### config.mk
export PLATFORM = sky130hd
export DESIGN_NAME = lenet_layer_sched
export DESIGN_NICKNAME = d
export VERILOG_FILES = /design/src/rtl/lenet_layer_sched_pkg.sv /design/src/rtl/lenet_wdog.sv /design/src/rtl/lenet_layer_sched.sv
export SDC_FILE = /design/constraint.sdc
export NUM_CORES = 1
export LEC_CHECK = 0
export CAP_MARGIN = 20
export CELL_PAD_IN_SITES_DETAIL_PLACEMENT = 1
export CELL_PAD_IN_SITES_GLOBAL_PLACEMENT = 2
export CORE_MARGIN = 4
export CORE_UTILIZATION = 28
export DETAILED_ROUTE_END_ITERATION = 8
export PLACE_DENSITY = 0.79
export SYNTH_ARGS = -nofsm -noshare
export SYNTH_HDL_FRONTEND = slang
export SYNTH_SLANG_ARGS = --single-unit
### constraint.sdc
create_clock -name clk -period 2.6 [get_ports clk]
set_input_delay 0.52 -clock clk [delete_from_list [all_inputs] [get_ports clk]]
set_output_delay 0.52 -clock clk [all_outputs]
set_load 0.01 [all_outputs]
### src/rtl/lenet_layer_sched_pkg.sv
// Shared encodings for the LeNet layer sequencer: one-hot scheduler states and layer indices.
package lenet_layer_sched_pkg;

  typedef enum logic [4:0] {
    SCH_IDLE   = 5'b00001,
    SCH_START  = 5'b00010,
    SCH_WAIT   = 5'b00100,
    SCH_RESULT = 5'b01000,
    SCH_ERR    = 5'b10000
  } sch_state_e;

  localparam int unsigned L_CONV1 = 0;
  localparam int unsigned L_POOL1 = 1;
  localparam int unsigned L_CONV2 = 2;
  localparam int unsigned L_POOL2 = 3;
  localparam int unsigned L_FC    = 4;

endpackage

### src/rtl/lenet_wdog.sv
// Per-layer watchdog: load clears, enable counts up, expire flags the last allowed cycle.
module lenet_wdog #(
  parameter int W     = 16,
  parameter int LIMIT = 40000
) (
  input  logic clk,
  input  logic rst,
  input  logic load,
  input  logic en,
  output logic expire
);

  logic [W-1:0] cnt;

  always_ff @(posedge clk or posedge rst) begin
    if (rst)       cnt <= '0;
    else if (load) cnt <= '0;
    else if (en)   cnt <= cnt + 1'b1;
  end

  assign expire = (cnt == W'(LIMIT - 1));

endmodule

### src/rtl/lenet_layer_sched.sv
// LeNet layer sequencer: runs layers 0..NUM_LAYERS-1 per frame, then a result handshake.
// Optional watchdog per layer under macro LAYER_TIMEOUT_EN.
module lenet_layer_sched
  import lenet_layer_sched_pkg::*;
#(
  parameter int NUM_LAYERS  = 5,
  parameter int IDX_W       = 3,
  parameter int FRAME_CNT_W = 16,
  parameter int TIMEOUT_W   = 16,
  parameter int TIMEOUT_CYC = 40000
) (
  input  logic                   clk,
  input  logic                   rst,
  input  logic                   frame_valid,
  output logic                   frame_ready,
  output logic [NUM_LAYERS-1:0]  layer_start,
  input  logic [NUM_LAYERS-1:0]  layer_done,
  output logic                   result_valid,
  input  logic                   result_ready,
  output logic                   busy,
  output logic [IDX_W-1:0]       cur_layer,
  output logic [FRAME_CNT_W-1:0] frame_cnt,
  output logic                   err_unexp_done,
  output logic                   timeout_err,
  input  logic                   err_clr
);

  sch_state_e            state;
  logic [IDX_W-1:0]      idx;
  logic [NUM_LAYERS-1:0] idx_oh;
  logic                  done_cur, stray, expire, timeout;

  assign idx_oh   = {{(NUM_LAYERS-1){1'b0}}, 1'b1} << idx;
  assign done_cur = (state == SCH_WAIT) && |(layer_done & idx_oh);
  // Only the expected layer's done is legal, and only while waiting on it.
  assign stray    = (state == SCH_WAIT) ? |(layer_done & ~idx_oh) : |layer_done;

`ifdef LAYER_TIMEOUT_EN
  lenet_wdog #(.W(TIMEOUT_W), .LIMIT(TIMEOUT_CYC)) u_wdog (
    .clk    (clk),
    .rst    (rst),
    .load   (state == SCH_START),
    .en     (state == SCH_WAIT),
    .expire (expire)
  );

  logic tmo;
  always_ff @(posedge clk or posedge rst) begin
    if (rst)          tmo <= 1'b0;
    else if (timeout) tmo <= 1'b1;
    else if (err_clr) tmo <= 1'b0;
  end
  assign timeout_err = tmo;
`else
  assign expire      = 1'b0;
  assign timeout_err = 1'b0;
`endif

  // A done on the expiry cycle wins over the watchdog.
  assign timeout = (state == SCH_WAIT) && expire && !done_cur;

  always_ff @(posedge clk or posedge rst) begin
    if (rst) begin
      state          <= SCH_IDLE;
      idx            <= '0;
      frame_cnt      <= '0;
      err_unexp_done <= 1'b0;
    end else begin
      if (stray)        err_unexp_done <= 1'b1;
      else if (err_clr) err_unexp_done <= 1'b0;
      case (state)
        SCH_IDLE: if (frame_valid) begin
          idx   <= '0;
          state <= SCH_START;
        end
        SCH_START: state <= SCH_WAIT;
        SCH_WAIT: begin
          if (done_cur) begin
            if (idx == IDX_W'(NUM_LAYERS - 1)) state <= SCH_RESULT;
            else begin
              idx   <= idx + 1'b1;
              state <= SCH_START;
            end
          end else if (timeout) state <= SCH_ERR;
        end
        SCH_RESULT: if (result_ready) begin
          frame_cnt <= frame_cnt + 1'b1;
          idx       <= '0;
          state     <= SCH_IDLE;
        end
        SCH_ERR: if (err_clr) begin
          idx   <= '0;
          state <= SCH_IDLE;
        end
        default: state <= SCH_IDLE;
      endcase
    end
  end

  assign frame_ready  = (state == SCH_IDLE);
  assign layer_start  = (state == SCH_START) ? idx_oh : '0;
  assign result_valid = (state == SCH_RESULT);
  assign busy         = (state == SCH_START) || (state == SCH_WAIT) || (state == SCH_RESULT);
  assign cur_layer    = idx;

endmodule

==> results.txt <==
The reported max-cap violation count came out at 0. In this run, synthesis produced a sequential element count of 24. The final standard cell utilization of the core came out at approximately 40%. The worst setup path is launched from a flop. The final-report max-slew violation count is 0.

The synthesized netlist devotes ~8.6% of its cell area to compound gates. In this run the worst path has a maximum fanout of 8. The layout overhead on the synthesized area is 38.92%. The portion of synthesized area spent on multiplexers is 4.487%. The hold violation count in the final report came to 0. The non-filler instance count after layout came out at around 250. The mean instance size in the synthesized netlist is around 9.8 um^2. The initial core utilization is between 20 and 30%. The die area is roughly 0.006 mm^2. The worst register-to-register path ends at cur_layer[0]. The post-route minimum period is 2487 ps. The standard cell area after detailed placement came out at 0.001823 mm^2. The repair_antennas step left the layout with diodes totalling 0. The H-tree level count came out at 1. For this run, the number of Yosys warnings is 0. The cell chosen for the clock root is sky130_fd_sc_hd__clkbuf_8. Entering global routing, the biggest net connects 25 pins. By area the synthesized netlist is led by sky130_fd_sc_hd__dfrtp_1 42%, sky130_fd_sc_hd__ha_1 5.5%, sky130_fd_sc_hd__xor2_1 5.1%, sky130_fd_sc_hd__xnor2_1 4.5%, sky130_fd_sc_hd__nor2_1 3.8%.

The final routed wire length divided by cell count came out at 14.14 um. The clock net sink count is 24. The routability-driven placement congestion ratio is 0.8612. The adder and majority gate portion of the synthesized area came out at ~5.5%.

Walking the worst path, the cells encountered are nand2b_1 -> or3_4 -> nand3_1 -> clkdlybuf4s50_1. The worst-skew pair later-pin latency came out at approximately 270 ps. The run finished with clean final reports.

The via count of the first global-routing pass is about 1.3k. The overall routed net length is roughly 3.5 mm. The detailed router finished its first iteration with 47 violations. The fraction of the mapped netlist area in simple logic gates is 22.44%. The clock-pin slew on the worst setup and hold paths is ~90 ps. The maximum clock skew at final layout is approximately 5.7 ps. The boundary pin count came out at 39. In this run the standard cell core region covers 0.004723 mm^2. Across all register-to-register paths, the minimum setup slack is 590 ps. Setup repair after global routing left no endpoint under its margin. Across all hold checks on the routed design, the worst slack comes to about 480 ps. Including well taps, the total number of placed cells is between 200 and 250. STA classifies the critical path endpoint as a primary output. Summed over all instances, the cell type with the most area after synthesis is sky130_fd_sc_hd__dfrtp_1. The data required time of the worst path is ~2100 ps. After synthesis, the largest family of logic cells by area is simple AND/OR/NAND/NOR gates. The share of the clock period used by the worst path after layout came out at 95.67%. For this run, the slowest stage of the critical path takes about 540 ps.

The cell count after synthesis is 139. The portion of total power attributed to sequential cells is 41.1%. The detailed-routing iteration count for the pre-antenna-repair pass came out at 4. The worst reg-to-reg path cell count is 7. TritonCTS built the clock tree. The clock network burns 22.7% of the power. In this run the static leakage power is a little under 0.9 nW. The worst min-delay path startpoint is frame_cnt[15]. IR analysis of the VDD net gives a maximum drop of around 0.36 mV. Of the total synthesized cell area, the portion taken by XOR and XNOR cells is 9.615%. Summed over all nets, the half-perimeter wirelength after detailed placement is between 2 and 3 mm. The power density of the placed cells is a little under 600 mW/mm^2. The number of hold buffers added after cts came out at 0. The arrival time of the worst setup path is ~2000 ps. Broken down by cell family, the worst path's largest delay share belongs to simple AND/OR/NAND/NOR gates.

The switching share of total power is roughly 33%. The count of nets left with antenna violations after detail routing came out at 0. In this run, synthesis inferred 0 flip-flops with an integrated enable. The number of vias per cell came out at between 4 and 5.

The first-pass GRT wire length is between 6 and 7 mm. The share of the synthesized area in the top cell type came out at between 40% and 50%. The post-route setup TNS is 0 ps. The type of the most critical hold path is reg2reg. The net count of the mapped netlist is between 150 and 200.

The count of buffering cells on the critical path with inverters included came out at 1. The synthesized netlist occupies a cell area of roughly 0.0014 mm^2. The clock tree buffer depth came out at 2. The DRC violation count after routing came out at 0. The hold path endpoint is frame_cnt[15]. The via count of the routed design came out at 1164. The fraction of final layout cells with drive strength greater than 1 came out at 11.11%. The net total in the final layout came out at 197. On the critical path, the stage with the largest delay is an instance of sky130_fd_sc_hd__clkdlybuf4s50_1. The reported net switching power is around 0.38 mW.

After global routing the overflow that remains totals 0. The fraction of registers with async set/reset came out at between 90% and 100%. The count of standard-cell rows came out at 25. The setup path with the least slack is of type reg2out.

The number of antenna violations at the first check in global routing is 0. The die span in y came out at roughly 78 um. The final setup violation count came out at 0. The source of the worst register-to-register timing path is cur_layer[0]. At the placement stage, the worst setup path has a slack of ~220 ps.

The count of unique library cells instantiated by Yosys is 43. Internal power comes to about 0.75 mW. The number of CTS-inserted buffers came out at 3. The hold-critical path depth is 1. The total power after layout came out at between 1 and 1.5 mW.

The sequential element share of the synthesized area came out at 44.05%. The finished layout cell area came out at 0.001898 mm^2. The overall die width is approximately 78 um.

The worst path meets setup with 112.7 ps of slack. Based on the critical path, the design can be clocked at up to about 400 MHz. The top flip-flop cell by instance count after synthesis is sky130_fd_sc_hd__dfrtp_1. The number of port buffers came out at 37. The fraction of power consumed by combinational cells came out at between 30 and 40%.

For this run, the total global-route usage over all layers was measured as 12.45%.
## registers in the layout, indices dropped and copies added (netlist names)
signal and flops:
frame_cnt 16, state 4, cur_layer 3, err_unexp_done 1
## power by group through the flow
stage / Clock, mW / Sequential [mW] / Combinational, mW
floorplan: 0 / 0.450 / 0.251
finish: 0.257 / 0.465 / 0.410
global placement: 0 / 0.467 / 0.386
detailed placement: 0 / 0.474 / 0.391
CTS: 0.274 / 0.461 / 0.415
global route: 0.292 / 0.473 / 0.457
## layout by cell type, fill, tap and decap left out, drive strengths merged, types with 2 or more instances in the layout
cell and count:
inv 13, nand3 6, o31ai 2, nand2b 2, or4 2, a21oi 4, nor3b 3, mux2i 2
dfrtp 23, nor4 2, nor3 7, dlymetal6s2s 3, o21ai 3, and3 2, nand2 10, clkdlybuf4s50 34
nor2 14, mux2 3, ha 6, xor2 8, clkbuf 4, nand4 3, buf 4, xnor2 7
## timing repair
item / 4_1_cts / 5_1_grt
setup buffers: 1 / 0
endpoints found under the setup margin: 5 / 3
resized for setup: 1 / 4
## metal layers
| layer | vias to the layer above | track usage, % | share of wire [%] |
|---|---|---|---|
| met4 | 0 | 4.626 | 1.8 |
| met2 | 35 | 21.58 | 51 |
| met3 | 7 | 3.132 | 5.2 |
| met1 | 558 | 14.68 | 42 |
| met5 | - | 0 | 0 |
| li1 | 564 | - | - |
## synthesized netlist by cell type, types with 2 or more instances
library cell               number
sky130_fd_sc_hd__or4_1          2
sky130_fd_sc_hd__ha_1           6
sky130_fd_sc_hd__o21ai_0        2
sky130_fd_sc_hd__xor2_1         8
sky130_fd_sc_hd__nand2_1       10
sky130_fd_sc_hd__o31ai_1        2
sky130_fd_sc_hd__nor2_1        14
sky130_fd_sc_hd__xnor2_1        7
sky130_fd_sc_hd__nand2b_1       2
sky130_fd_sc_hd__inv_1         12
sky130_fd_sc_hd__clkbuf_1       2
sky130_fd_sc_hd__nor3_1         7
sky130_fd_sc_hd__dfrtp_1       23
sky130_fd_sc_hd__mux2_4         2
sky130_fd_sc_hd__mux2i_1        2
sky130_fd_sc_hd__nand4_1        2
sky130_fd_sc_hd__nand3_1        6
sky130_fd_sc_hd__a21oi_1        4
sky130_fd_sc_hd__nor3b_1        2
## worst max-delay path by stage
| stage | startpoint | end | slack [ps] | cells after the start |
|---|---|---|---|---|
| 6_report | state[3] | busy | 110 | 4 |
| 4_1_cts | state[0] | layer_start[1] | 40 | 3 |
| 3_5_place_dp | state[1] | layer_start[1] | 220 | 4 |
| 5_1_grt | state[3] | busy | 20 | 4 |
| 3_3_place_gp | state[1] | layer_start[0] | 260 | 4 |
| 2_1_floorplan | state[0] | layer_start[0] | 640 | 4 |
## logic make-up after synthesis
family | count (synthesis)
other | 1
flip-flops | 24
buffers and inverters | 17
AND/OR/NAND/NOR | 54
multiplexers | 5
XOR/XNOR | 15
AO/OA/AOI/OAI | 17
adder cells (fa/ha/maj) | 6
## area by class of cell
class / count / area, um^2
fill: 538 / 2825
multi-input combinational: 98 / 699.4
sequential: 24 / 603.1
timing repair buffer: 41 / 407.9
tap: 67 / 83.83
clock buffer: 4 / 55.05
inverter: 13 / 48.80
Power figures use the tool's default switching activity.
